--- src/rtl/div_unit_pkg.sv ---
// -----------------------------------------------------------------------------
// div_unit_pkg
// Shared types and constants for the iterative RV32M divider.
//   div_op_t    : funct3[1:0] encoding of DIV / DIVU / REM / REMU
//   div_state_t : divider control states
//   XLEN        : operand/result width, also the number of restoring steps
// Helper functions decode the op and form operand magnitudes.
// -----------------------------------------------------------------------------
package div_unit_pkg;

    localparam int XLEN  = 32;
    localparam int CNT_W = $clog2(XLEN);

    localparam logic [XLEN-1:0]  ZERO_W   = {XLEN{1'b0}};
    localparam logic [XLEN-1:0]  ALL_ONES = {XLEN{1'b1}};
    localparam logic [XLEN-1:0]  MIN_INT  = {1'b1, {(XLEN-1){1'b0}}};
    localparam logic [CNT_W-1:0] CNT_ZERO = {CNT_W{1'b0}};
    localparam logic [CNT_W-1:0] CNT_ONE  = {{(CNT_W-1){1'b0}}, 1'b1};
    localparam logic [CNT_W-1:0] CNT_LAST = {CNT_W{1'b1}};

    typedef enum logic [1:0] {
        DIV  = 2'b00,
        DIVU = 2'b01,
        REM  = 2'b10,
        REMU = 2'b11
    } div_op_t;

    typedef enum logic [1:0] {
        IDLE = 2'b00,
        RUN  = 2'b01,
        FIX  = 2'b10,
        DONE = 2'b11
    } div_state_t;

    // funct3[0]==0 selects the signed variants (DIV, REM).
    function automatic logic op_is_signed(input div_op_t op);
        return ~op[0];
    endfunction

    // funct3[1]==0 selects a quotient result (DIV, DIVU).
    function automatic logic op_is_quo(input div_op_t op);
        return ~op[1];
    endfunction

    // Magnitude of v when treated as signed; -MIN_INT wraps to MIN_INT,
    // which read unsigned is exactly 2^(XLEN-1).
    function automatic logic [XLEN-1:0] abs_if(input logic [XLEN-1:0] v,
                                               input logic            is_signed);
        return (is_signed && v[XLEN-1]) ? -v : v;
    endfunction

endpackage

--- src/rtl/div_unit_if.sv ---
// -----------------------------------------------------------------------------
// div_unit_if
// Request/response bundle between the EX stage (master) and the divider
// (slave).
//   start  : request, master -> slave
//   op     : DIV/DIVU/REM/REMU, master -> slave
//   a, b   : dividend / divisor, master -> slave
//   busy   : divider occupied (RUN/FIX), slave -> master
//   done   : one-cycle completion pulse, slave -> master
//   result : quotient or remainder, slave -> master
// -----------------------------------------------------------------------------
interface div_unit_if;
    import div_unit_pkg::*;

    logic            start;
    div_op_t         op;
    logic [XLEN-1:0] a;
    logic [XLEN-1:0] b;
    logic            busy;
    logic            done;
    logic [XLEN-1:0] result;

    modport master (output start, op, a, b, input busy, done, result);
    modport slave  (input start, op, a, b, output busy, done, result);

endinterface

--- src/rtl/div_unit_step.sv ---
// -----------------------------------------------------------------------------
// div_unit_step
// One combinational restoring-division step on unsigned magnitudes.
//   rem_in, quo_in : partial remainder and remaining dividend/quotient bits
//   divisor        : unsigned divisor magnitude
//   rem_out        : partial remainder after the trial subtraction
//   quo_out        : quo_in shifted left with the new quotient bit in bit 0
// -----------------------------------------------------------------------------
module div_unit_step
    import div_unit_pkg::*;
(
    input  logic [XLEN-1:0] rem_in,
    input  logic [XLEN-1:0] quo_in,
    input  logic [XLEN-1:0] divisor,
    output logic [XLEN-1:0] rem_out,
    output logic [XLEN-1:0] quo_out
);

    logic [XLEN:0]   rem_shift;
    logic            fits;
    logic [XLEN-1:0] diff;

    // Shift {rem,quo} left by one and do the trial subtraction.
    always_comb begin
        rem_shift = {rem_in, quo_in[XLEN-1]};
        // The shifted remainder can exceed XLEN bits when the divisor is
        // large (DIVU), so the test is a full-width compare rather than the
        // sign of a narrow difference.
        fits      = (rem_shift >= {1'b0, divisor});
        // When it fits the true difference is below the divisor, so the
        // low XLEN bits of the modular difference are exact.
        diff      = rem_shift[XLEN-1:0] - divisor;
        if (fits) begin
            rem_out = diff;
            quo_out = {quo_in[XLEN-2:0], 1'b1};
        end else begin
            rem_out = rem_shift[XLEN-1:0];
            quo_out = {quo_in[XLEN-2:0], 1'b0};
        end
    end

endmodule

--- src/rtl/div_unit.sv ---
// -----------------------------------------------------------------------------
// div_unit
// Iterative radix-2 restoring divider for RV32M DIV/DIVU/REM/REMU.
// One quotient bit per cycle on operand magnitudes, then a sign fix-up.
//   clk   : rising-edge clock
//   reset : synchronous, active-high; aborts any operation in flight
//   bus   : div_unit_if slave (start/op/a/b in, busy/done/result out)
// Divide-by-zero and signed overflow complete on the accepting edge.
// busy, done and result are driven straight from flops.
// -----------------------------------------------------------------------------
module div_unit
    import div_unit_pkg::*;
(
    input  logic       clk,
    input  logic       reset,
    div_unit_if.slave  bus
);

    div_state_t       state_q,   state_d;
    div_op_t          op_q,      op_d;
    logic [XLEN-1:0]  rem_q,     rem_d;
    logic [XLEN-1:0]  quo_q,     quo_d;
    logic [XLEN-1:0]  divisor_q, divisor_d;
    logic             q_neg_q,   q_neg_d;
    logic             r_neg_q,   r_neg_d;
    logic [CNT_W-1:0] cnt_q,     cnt_d;
    logic [XLEN-1:0]  result_q,  result_d;
    logic             busy_q,    busy_d;
    logic             done_q,    done_d;

    logic [XLEN-1:0]  step_rem;
    logic [XLEN-1:0]  step_quo;
    logic             in_signed;

    div_unit_step u_step (
        .rem_in  (rem_q),
        .quo_in  (quo_q),
        .divisor (divisor_q),
        .rem_out (step_rem),
        .quo_out (step_quo)
    );

    // Next-state, datapath updates and output flags.
    always_comb begin
        state_d   = state_q;
        op_d      = op_q;
        rem_d     = rem_q;
        quo_d     = quo_q;
        divisor_d = divisor_q;
        q_neg_d   = q_neg_q;
        r_neg_d   = r_neg_q;
        cnt_d     = cnt_q;
        result_d  = result_q;
        in_signed = op_is_signed(bus.op);

        case (state_q)
            IDLE, DONE: begin
                if (bus.start) begin
                    op_d      = bus.op;
                    q_neg_d   = bus.a[XLEN-1] ^ bus.b[XLEN-1];
                    r_neg_d   = bus.a[XLEN-1];
                    divisor_d = abs_if(bus.b, in_signed);
                    if (bus.b == ZERO_W) begin
                        result_d = op_is_quo(bus.op) ? ALL_ONES : bus.a;
                        state_d  = DONE;
                    end else if (in_signed && (bus.a == MIN_INT) &&
                                 (bus.b == ALL_ONES)) begin
                        result_d = op_is_quo(bus.op) ? bus.a : ZERO_W;
                        state_d  = DONE;
                    end else begin
                        rem_d   = ZERO_W;
                        quo_d   = abs_if(bus.a, in_signed);
                        cnt_d   = CNT_ZERO;
                        state_d = RUN;
                    end
                end else begin
                    state_d = IDLE;
                end
            end
            RUN: begin
                rem_d = step_rem;
                quo_d = step_quo;
                if (cnt_q == CNT_LAST) begin
                    state_d = FIX;
                end else begin
                    cnt_d = cnt_q + CNT_ONE;
                end
            end
            FIX: begin
                case (op_q)
                    DIV:     result_d = q_neg_q ? -quo_q : quo_q;
                    DIVU:    result_d = quo_q;
                    REM:     result_d = r_neg_q ? -rem_q : rem_q;
                    REMU:    result_d = rem_q;
                    default: result_d = ZERO_W;
                endcase
                state_d = DONE;
            end
            default: begin
                state_d = IDLE;
            end
        endcase

        busy_d = (state_d == RUN) || (state_d == FIX);
        done_d = (state_d == DONE);
    end

    // State and datapath registers with synchronous reset.
    always_ff @(posedge clk) begin
        if (reset) begin
            state_q   <= IDLE;
            op_q      <= DIV;
            rem_q     <= ZERO_W;
            quo_q     <= ZERO_W;
            divisor_q <= ZERO_W;
            q_neg_q   <= 1'b0;
            r_neg_q   <= 1'b0;
            cnt_q     <= CNT_ZERO;
            result_q  <= ZERO_W;
            busy_q    <= 1'b0;
            done_q    <= 1'b0;
        end else begin
            state_q   <= state_d;
            op_q      <= op_d;
            rem_q     <= rem_d;
            quo_q     <= quo_d;
            divisor_q <= divisor_d;
            q_neg_q   <= q_neg_d;
            r_neg_q   <= r_neg_d;
            cnt_q     <= cnt_d;
            result_q  <= result_d;
            busy_q    <= busy_d;
            done_q    <= done_d;
        end
    end

    assign bus.busy   = busy_q;
    assign bus.done   = done_q;
    assign bus.result = result_q;

endmodule

--- src/flat_wrapper.sv ---
// flat-port wrapper written by rule: the top's interface ports become plain ports
module div_unit_flat import div_unit_pkg::*;
  (clk, reset, bus_start, bus_op, bus_a, bus_b, bus_busy, bus_done, bus_result);
  div_unit_if bus_i ();
  input  logic clk;
  input  logic reset;
  input wire logic [$bits(bus_i.start)-1:0] bus_start;
  input wire logic [$bits(bus_i.op)-1:0] bus_op;
  input wire logic [$bits(bus_i.a)-1:0] bus_a;
  input wire logic [$bits(bus_i.b)-1:0] bus_b;
  output wire logic [$bits(bus_i.busy)-1:0] bus_busy;
  output wire logic [$bits(bus_i.done)-1:0] bus_done;
  output wire logic [$bits(bus_i.result)-1:0] bus_result;
  assign bus_i.start = bus_start;
  assign bus_i.op = bus_op;
  assign bus_i.a = bus_a;
  assign bus_i.b = bus_b;
  assign bus_busy = bus_i.busy;
  assign bus_done = bus_i.done;
  assign bus_result = bus_i.result;
  div_unit u_core (.clk(clk), .reset(reset), .bus(bus_i));
endmodule
--- config.mk ---
export PLATFORM = sky130hd
export DESIGN_NAME = div_unit_flat
export DESIGN_NICKNAME = d
export VERILOG_FILES = /design/src/rtl/div_unit_pkg.sv /design/src/rtl/div_unit_if.sv /design/src/rtl/div_unit_step.sv /design/src/rtl/div_unit.sv /design/src/flat_wrapper.sv
export SDC_FILE = /design/constraint.sdc
export NUM_CORES = 1
export LEC_CHECK = 0
export CAP_MARGIN = 0
export CORE_UTILIZATION = 55
export CTS_BUF_LIST = sky130_fd_sc_hd__clkbuf_8
export DETAILED_ROUTE_END_ITERATION = 12
export GPL_ROUTABILITY_DRIVEN = 0
export PLACE_DENSITY = 0.77
export SLEW_MARGIN = 20
export SYNTH_ARGS = -nofsm -noshare
export SYNTH_HDL_FRONTEND = slang
export SYNTH_HIERARCHICAL = 1
export SYNTH_SLANG_ARGS = --single-unit
export TNS_END_PERCENT = 10
--- constraint.sdc ---
create_clock -name clk -period 3.69 [get_ports clk]
set_input_delay 0.738 -clock clk [delete_from_list [all_inputs] [get_ports clk]]
set_output_delay 0.738 -clock clk [all_outputs]
set_load 0.005 [all_outputs]
Yosys cells after proc, flatten, opt, wreduce, memory -nomap -nowiden
Cells that the tools add are included.
- logic and storage cells: 83
- output and inout port bits: 34
- register bits after elaboration: 141
- input port bits: 69
- reductions and logical operators: 15
- $add $sub $neg: 6
- equal/unequal tests: 17
- order comparisons: 1
- bitwise gates (word level): 2
- multiplexer cells: 31
- operator list (kind ; number):
    2-to-1 mux 32 bit ; 16
    one-hot mux 32 bit (2 select lines) ; 3
    negator 32 bit ; 4
    one-hot mux 32 bit (4 select lines) ; 1
    equality test 32 bit, second input constant ; 2
    >= comparator 33 x 32 -> 1 bit ; 1
    zero test 32 bit ; 1
    subtractor 32 bit ; 1
    2-to-1 mux 5 bit ; 4
    equality test 2 bit, second input constant ; 6
    one-hot mux 5 bit (2 select lines) ; 1
    2-to-1 mux 2 bit ; 4
    inequality test 2 bit, second input constant ; 4
    equality test 2 x 1 -> 1 bit, second input constant ; 3
    one-hot mux 2 bit (3 select lines) ; 1
    adder 5 x 1 -> 5 bit, second input constant ; 1
    equality test 5 bit, second input constant ; 1
    AND reduction 5 bit ; 1
    logical AND 1 bit ; 4
    zero test 2 bit ; 2
    AND reduction 4 bit ; 1
    nonzero test 2 bit ; 2
    inequality test 3 x 1 -> 1 bit, second input constant ; 1
    AND reduction 3 bit ; 1
    6 further kinds ; 6

Logic depth before layout (Yosys ltp)
- word-level depth: 9
- mapped depth: 16
- mapped depth without buffers: 13

By module
Netlist, hierarchy kept.
- by module, submodules not included (module ; area each (um^2) ; times used ; sequential area each (um^2) ; cells each):
    div_unit ; 9182.6 ; 1 ; 2822.7 ; 1230
    div_unit_step ; 2571.2 ; 1 ; 0.0 ; 355

Worst setup path after synthesis
No wires, ideal clock.
- kind: input to register
- start: input port bus_b[20]
- end: register u_core.cnt_q[1]
- data required time: 3.558 ns
- stages: 9
- arrival: 2.947 ns
- setup time: 0.132 ns
- path buffers: 2
- path slack: 0.611 ns
- cells stage by stage: or4_1 nor4_1 and4_1 a31oi_1 a22o_1 buf_2 clkbuf_1 nand3_1 a21oi_1
- word-level cells in the longest chain between the ends: 4
- elaborated cells between the ends (all ways): 6
- those cells by class: 3 x eq/ne; 3 x reduce/logical
- RTL lines (what ; line ; RTL):
    start: declaration ; flat_wrapper.sv:10 ; input wire logic [$bits(bus_i.b)-1:0] bus_b;
    equality test 32 bit ; div_unit.sv:67 ; (bus.b == ALL_ONES)) begin
    logical AND 1 bit ; div_unit.sv:66 ; end else if (in_signed && (bus.a == MIN_INT) &&
    inequality test 2 bit (no line) ; - ;
    AND reduction 5 bit (no line) (*) ; - ;
    end signal: assignment ; div_unit.sv:130 ; cnt_q <= cnt_d;
    end: declaration ; div_unit.sv:26 ; logic [CNT_W-1:0] cnt_q, cnt_d;
Every way passes the cells marked *; elsewhere a longest branch is shown, timed or not.
A chain may end at the register's enable or synchronous reset.

Worst setup path after layout
- start: register u_core.quo_q[31]
- end: register u_core.rem_q[30]
- word-level cells in the longest chain between the ends: 3
- elaborated cells between the ends (all ways): 4
- those cells by class: 1 x add/sub; 1 x order compare; 2 x mux
- RTL lines (what ; line ; RTL):
    start: declaration ; div_unit.sv:22 ; logic [XLEN-1:0] quo_q, quo_d;
    start signal: assignment ; div_unit.sv:126 ; quo_q <= quo_d;
    subtractor 32 bit / >= comparator 33 x 32 -> 1 bit (equally long branches) ; div_unit_step.sv:32, div_unit_step.sv:29 ;
    2-to-1 mux 32 bit (*) ; div_unit_step.sv:33 ; if (fits) begin
    via u_core.step_rem[30] ; div_unit.sv:31 ; logic [XLEN-1:0] step_rem;
    one-hot mux 32 bit (2 select lines) (*) ; div_unit.sv:56 ; case (state_q)
    end signal: assignment ; div_unit.sv:125 ; rem_q <= rem_d;
    end: declaration ; div_unit.sv:21 ; logic [XLEN-1:0] rem_q, rem_d;
Mark *: on every way through the listed nets, which the timed path passes. The rest lies on a longest branch.

==> run_results.csv <==
group,metric,value,unit
status,status,"finished, final reports clean",
global_routing,grt_start_max_net_pins,69,
clocking,cts.repair_timing.setup_buffer_count,0,
timing,drv_slew,0,
worst_setup_path,path_delay_family,"compound AO/OA/AOI/OAI gates",
layout,drive_above_1_share,11.8,%
clocking,cts.root.buffer_cell,"sky130_fd_sc_hd__clkbuf_8",
global_routing,antenna_found_initial,0,
global_routing,grt_first_pass_wirelength,57000,µm
layout,fillers,1850,
routing,detail_route.wl_per_cell,17.9,µm
worst_setup_path,buffering_stage_count_on_the_worst_path_with_inverters_included,1,
pwr,p_sw_share,34.3,%
timing,timing.fmax,282,MHz
worst_setup_path,slowest_stage_delay_on_critical_path,520,ps
pwr,internal_power,2.59,mW
clocking,ctsHtreeMaxLevel,4,
layout,antenna_cells_inserted,0,
floorplan,core,0.0210,mm²
worst_setup_path,critPathKind,"flip-flop to flip-flop",
timing,post-route-min-period,3540,ps
pwr,share_clk_of_total_power,32.1,%
floorplan,design.portCount,103,
routing,drt-total-wl,35200,µm
timing,worst_clock_skew,16.0,ps
pwr,power_leakage,5.19,nW
yosys,yosys_register_bits,141,
layout,final_util,65.3,%
worst_setup_path,cp_cell_sequence,"inv_1 > ha_1 > fa_1 > nor2b_1 > o31a_1 > o21ai_0 > o31ai_1 > a21oi_1 > or3b_2 > nand3_1 > mux2_4 > nand3_1 > a21oi_1",
yosys,synth-edff-count,0,
floorplan,start_util,56.1,%
floorplan,rows,53,
clocking,post_cts.resized_instances,0,
global_routing,sum_of_overflow_across_all_layers_after_global_routing,0,
clocking,cts_hold_buffers,0,
place,dp_worst_setup_slack,-27.9,ps
global_routing,global_route.usage.total,32.4,%
pwr,switching_power,1.36,mW
worst_setup_path,critical_path_peak_fanout,4,
routing,route.vias.total,12263,
yosys,post_synthesis_instance_area,0.0118,mm²
worst_hold_path,min-delay-path-class,"flip-flop to flip-flop",
routing,drcViolationCount,0,
clocking,cts_max_path_buffers,2,
global_routing,first_global_vias,11249,
timing,worst_hold_slack,457,ps
routing,antenna_violating_nets_post_route,0,
pwr,worst_ir_drop_vdd,221,µV
clocking,worst_setup_hold_path_clk_slew,90,ps
clocking,worstSkewPairLatency,460,ps
worst_setup_path,worstSetupEndpointType,"flip-flop",
timing,min_period_over_period,96.0,%
worst_setup_path,worstReg2RegStart,"u_core/quo_q[31]",
pwr,seq_power_share,41.9,%
worst_setup_path,setup.worst_path.start_class,"flip-flop",
layout,area.growth.synth_to_final,16.4,%
clocking,clkSinkCount,141,
pwr,power-per-cell-area,288,mW/mm²
yosys,synth.yosys.seq_area_share,24.0,%
timing,finalSetupViolations,0,
yosys,synth_async_sr_flop_share,0,%
layout,num-nets-final,1784,
run,maxCapViolCount,0,
worst_setup_path,timing.critical_path.required,4090,ps
worst_hold_path,worst_min_delay_path_startpoint,"u_core/bus.result[13]",
place,dpl.hpwl,26100,µm
yosys,synth_fp_nets,1697,
timing,tightestPinTransition,1090,ps
routing,router_iterations_before_antenna_repair,6,
worst_setup_path,timing.critical_path.arrival,3940,ps
timing,setup_ws,147,ps
floorplan,die_height,148,µm
worst_setup_path,critical_path_s_slowest_cell,"sky130_fd_sc_hd__or3b_2",
yosys,yosys_warnings,6,
place,port_buffers,102,
worst_setup_path,beginning_of_the_critical_path,"u_core/quo_q[31]",
yosys,postSynthCellCount,1585,
yosys,synth_cell_type_count,82,
yosys,postSynth.topFlopCell,"sky130_fd_sc_hd__dfxtp_1",
clocking,tritoncts,"yes",
clocking,cts_made_buffers,17,
timing,slew-limit-headroom,27.3,%
timing,final_hold_viol_count,0,
floorplan,die_w,148,µm
yosys,synth_area_per_cell,7.42,µm²
pwr,comb_power_share,25.9,%
floorplan,floorplan.die_area,0.0220,mm²
routing,drt-vias-per-instance,6.26,
timing,setup_repair_after_global_routing_missed_its_margin,"no",
routing,drtIter0Drc,1060,
## path summary, 6_finish.rpt
check,to,slack (ps),depth (start not counted)
max,u_core/rem_q[30],150,13
min,u_core/bus.result[13],460,2
max reg2reg,u_core/rem_q[30],150,13
min reg2reg,u_core/bus.result[13],460,2
## worst min-delay path, delay by kind of cell (launching register included)
family	cells	cell delay [ps]
DFF	1	320
AOI/OAI and AO/OA	1	50
and+or+nand+nor	1	50
## layout by cell type (no fill, tap or decap), types with 11 or more instances in the layout
cell / instances
sky130_fd_sc_hd__a21oi_1: 149
sky130_fd_sc_hd__xnor2_1: 71
sky130_fd_sc_hd__a21o_1: 11
sky130_fd_sc_hd__buf_4: 92
sky130_fd_sc_hd__nor2_1: 146
sky130_fd_sc_hd__dfxtp_1: 141
sky130_fd_sc_hd__o211ai_1: 23
sky130_fd_sc_hd__a311oi_1: 11
sky130_fd_sc_hd__a211oi_1: 51
sky130_fd_sc_hd__o31ai_1: 20
sky130_fd_sc_hd__nand2b_1: 20
sky130_fd_sc_hd__nand3_1: 49
sky130_fd_sc_hd__o41ai_1: 13
sky130_fd_sc_hd__nand4_1: 20
sky130_fd_sc_hd__mux2_2: 20
sky130_fd_sc_hd__xor2_1: 60
sky130_fd_sc_hd__a31oi_1: 18
sky130_fd_sc_hd__nand2_1: 172
sky130_fd_sc_hd__or3_1: 19
sky130_fd_sc_hd__or4_1: 21
sky130_fd_sc_hd__maj3_1: 27
sky130_fd_sc_hd__inv_1: 68
sky130_fd_sc_hd__nor2b_1: 17
sky130_fd_sc_hd__clkbuf_8: 19
sky130_fd_sc_hd__nor3_1: 40
sky130_fd_sc_hd__nor4_1: 24
sky130_fd_sc_hd__ha_1: 41
sky130_fd_sc_hd__o21ai_0: 68
sky130_fd_sc_hd__clkdlybuf4s50_1: 101
## power groups by stage
stage	clock network [mW]	registers [mW]	logic (mW)
CTS	1.29	1.65	1.00
finish	1.27	1.66	1.02
global placement	0	1.68	0.975
floorplan	0	1.67	0.688
detailed placement	0	1.69	0.993
global route	1.35	1.66	1.12
## stage by stage
step                setup TNS, ps  total power, mW  area (µm²)  instances
floorplan                       0             2.35       11800       1585
global placement                0             2.66       13300       1928
detailed placement          -58.3             2.68       13300       1928
CTS                             0             3.94       13700       1960
global route                    0             4.13       13700       1960
finish                          0             3.95       13700       1960
## cells by family after synthesis
kind of cell | Yosys count | share of synthesized area [%]
XOR/XNOR | 131 | 9.76
buffers and inverters | 204 | 8.11
multiplexers | 34 | 3.49
AND/OR/NAND/NOR | 575 | 24.1
adder cells (fa/ha/maj) | 70 | 6.94
AO/OA/AOI/OAI | 430 | 23.6
flip-flops | 141 | 24.0
## layout make-up
| cell class | count | area [µm²] | area share, % |
|---|---|---|---|
| inverters | 70 | 263 | 1.92 |
| well taps | 275 | 344 | 2.51 |
| clock buffers | 19 | 262 | 1.91 |
| multi-input cells | 1240 | 7980 | 58.3 |
| repair buffers | 202 | 1880 | 13.8 |
| clock inverters | 13 | 130 | 0.951 |
| flip-flops and latches | 141 | 2820 | 20.6 |
## routing by layer
layer  track usage (%)  vias up  wire, µm
met4              13.5        0      1220
li1                  -     5865         -
met3              5.89       84      2710
met1              42.1     5752     15000
met2              52.6      562     16200
met5                 0        -         0
## registers in the layout, indices dropped and copies added (netlist names)
name and count:
u_core/r_neg_q 1, u_core/q_neg_q 1, u_core/bus.done 1, u_core/bus.result 32, u_core/quo_q 32, u_core/divisor_q 32
u_core/cnt_q 5, u_core/bus.busy 1, u_core/rem_q 32, u_core/state_q 2, u_core/op_q 2
## cell usage after synthesis (21+ instances only)
| cell type | count | area share [%] |
|---|---|---|
| sky130_fd_sc_hd__o211ai_1 | 23 | 1.5 |
| sky130_fd_sc_hd__buf_4 | 35 | 2.2 |
| sky130_fd_sc_hd__a21oi_1 | 149 | 6.3 |
| sky130_fd_sc_hd__maj3_1 | 27 | 2.3 |
| sky130_fd_sc_hd__dfxtp_1 | 141 | 24 |
| sky130_fd_sc_hd__nand3_1 | 49 | 2.1 |
| sky130_fd_sc_hd__inv_1 | 68 | 2.2 |
| sky130_fd_sc_hd__xor2_1 | 60 | 4.5 |
| sky130_fd_sc_hd__a211oi_1 | 51 | 3.3 |
| sky130_fd_sc_hd__or4_1 | 21 | 1.3 |
| sky130_fd_sc_hd__xnor2_1 | 71 | 5.3 |
| sky130_fd_sc_hd__nor3_1 | 40 | 1.7 |
| sky130_fd_sc_hd__nand2_1 | 172 | 5.5 |
| sky130_fd_sc_hd__o21ai_0 | 68 | 2.9 |
| sky130_fd_sc_hd__ha_1 | 42 | 4.5 |
| sky130_fd_sc_hd__nor2_1 | 146 | 4.7 |
| sky130_fd_sc_hd__clkbuf_1 | 72 | 2.3 |
| sky130_fd_sc_hd__nor4_1 | 24 | 1.3 |
Power figures use the tool's default switching activity.
==> patch (same flow settings) <==
Encoding of `div_state_t`: now one-hot (4 bits for 4 states).
--- a/src/rtl/div_unit_pkg.sv
+++ b/src/rtl/div_unit_pkg.sv
@@ -25,11 +25,11 @@
         REMU = 2'b11
     } div_op_t;
 
-    typedef enum logic [1:0] {
-        IDLE = 2'b00,
-        RUN  = 2'b01,
-        FIX  = 2'b10,
-        DONE = 2'b11
+    typedef enum logic [3:0] {
+        IDLE = 4'b0001,
+        RUN  = 4'b0010,
+        FIX  = 4'b0100,
+        DONE = 4'b1000
     } div_state_t;
 
     // funct3[0]==0 selects the signed variants (DIV, REM).
Function: same outputs for any inputs over 4 cycles, from zero or initial values and one cycle with reset high; so few cycles prove little.
==> patch against the original RTL <==
Final area shrank 2.0%; total power grew 3.2%; worst setup slack gained 130 ps; final cell count shrank 3.8%; sequential cell count grew 2; area after synthesis shrank 1.3%; first-iteration DRC count grew 3.9%; wire length shrank 1.8%; clock power grew 5%; sequential power grew 2%; highest routed layer unchanged.
==> patch: results (changes against the original RTL) <==
metric;value;unit;change
VDD IR max;0.0002429;V;+10%
Worst-Margin Slew;985.3;ps;-103.3 ps
Leakage;4.938;nW;-4.8%
R2R depth;14;;+1
Synth Instances;1532;;-3.3%
Nets;1712;;-4.0%
worst setup path end;u_core/rem_q[18];;
status;complete, no violations;;
CP Data Arrival Time;3750;ps;-190 ps
Synth Area in Compound Gates;24.09;%;+0.51 points
Worst Path Max Fanout;12;;+8
pin count of the biggest net entering global routing;105;;+52%
slowest stage cell, crit path;dfxtp_1;;
Placed Instances;1854;;-3.8%
Post-Synth Adder-Cell Area;5.844;%;-1.1 points
Vias;11830;;-3.6%
FF-to-FF setup slack;280;ps;+130 ps
multiplexer area fraction after synthesis;3.623;%;+0.13 points
final wirelength;34520;um;-1.8%
vias in the first global route;10790;;-4.1%
Worst Setup SP;u_core/divisor_q[10];;
HPWL after DPL;25450;um;-2.6%
FILL cells;1783;;-3.6%
Seq/Total Area, Yosys;24.67;%;+0.65 points
share of cells above drive strength 1;11.82;%;about the same
Post-Syn Nets;1641;;-3.3%
hold worst-path end;u_core/bus.result[28];;
switching fraction of total power;33.74;%;-0.60 points
xor/xnor share of the synthesized area;10.64;%;+0.88 points
Overall Global Routing Usage;31.42;%;-0.94 points
synth top area cells;dfxtp_1 25%, xnor2_1 6.0%, a21oi_1 5.9%;;
Vias/cell;6.270;;+0.22%
Netlist cell types;86;;+4.9%
## patch: cell types whose count changed in the layout (fill, tap and decap cells not counted), moves of 9 or more
| cell | delta |
|---|---|
| o21ai_0 | +12 |
| nand2_1 | -69 |
| o31ai_1 | -10 |
| nand3b_1 | +26 |
| a31oi_1 | +17 |
| nand2b_1 | -9 |
| nor2_1 | +30 |
| o211ai_1 | -14 |
| buf_4 | -18 |
| a21oi_1 | -13 |
| maj3_1 | -10 |
## patch: final cells by class
cell class                      count  share of cell area, %
Clock inverter                     13                  1.138
Tap cell                          270                  2.520
Multi-Input combinational cell   1197                  58.58
Sequential cell                   143                  21.35
Timing Repair Buffer              182                  12.73
Inverter                           62                  1.736
Clock buffer                       19                  1.950
## patch: logic make-up after synthesis
kind of cell / Yosys count
adders and majority gates: 57
and+or+nand+nor: 532
AOI/OAI and AO/OA: 432
muxes: 35
DFF: 143
xor gates and xnor gates: 141
buffers and inverters: 192
## patch: metrics by stage
stage	setup slack (ps)	cell area [um^2]	util (%)
CTS	299.1	13410	65.62
floorplan	691.3	11600	-
global route	59.34	13410	65.63
detailed placement	40.25	12990	63.59
finish	277.0	13410	65.63
global placement	38.60	12990	63.59
## patch: power by group through the flow
stage          Clock [W]  Sequential (W)  Combinational, W
4_1_cts          0.00135         0.00170           0.00102
5_1_grt          0.00141         0.00171           0.00113
3_5_place_dp           0         0.00173           0.00101
6_report         0.00133         0.00170           0.00104
2_1_floorplan          0         0.00170          0.000729
3_3_place_gp           0         0.00173          0.000993
## patch: worst min-delay path: stages (launching register included)
cell     delay, ps
dfxtp_1        320
nand2_1         50
a21oi_1         50
## patch: per-layer routing
layer  wire [um]  track usage, %  share of wire, %
met5           0               0                 0
met4        1036           12.58               3.0
met3        2656           4.224               7.7
met2       15720           51.04                46
met1       15110           41.93                44
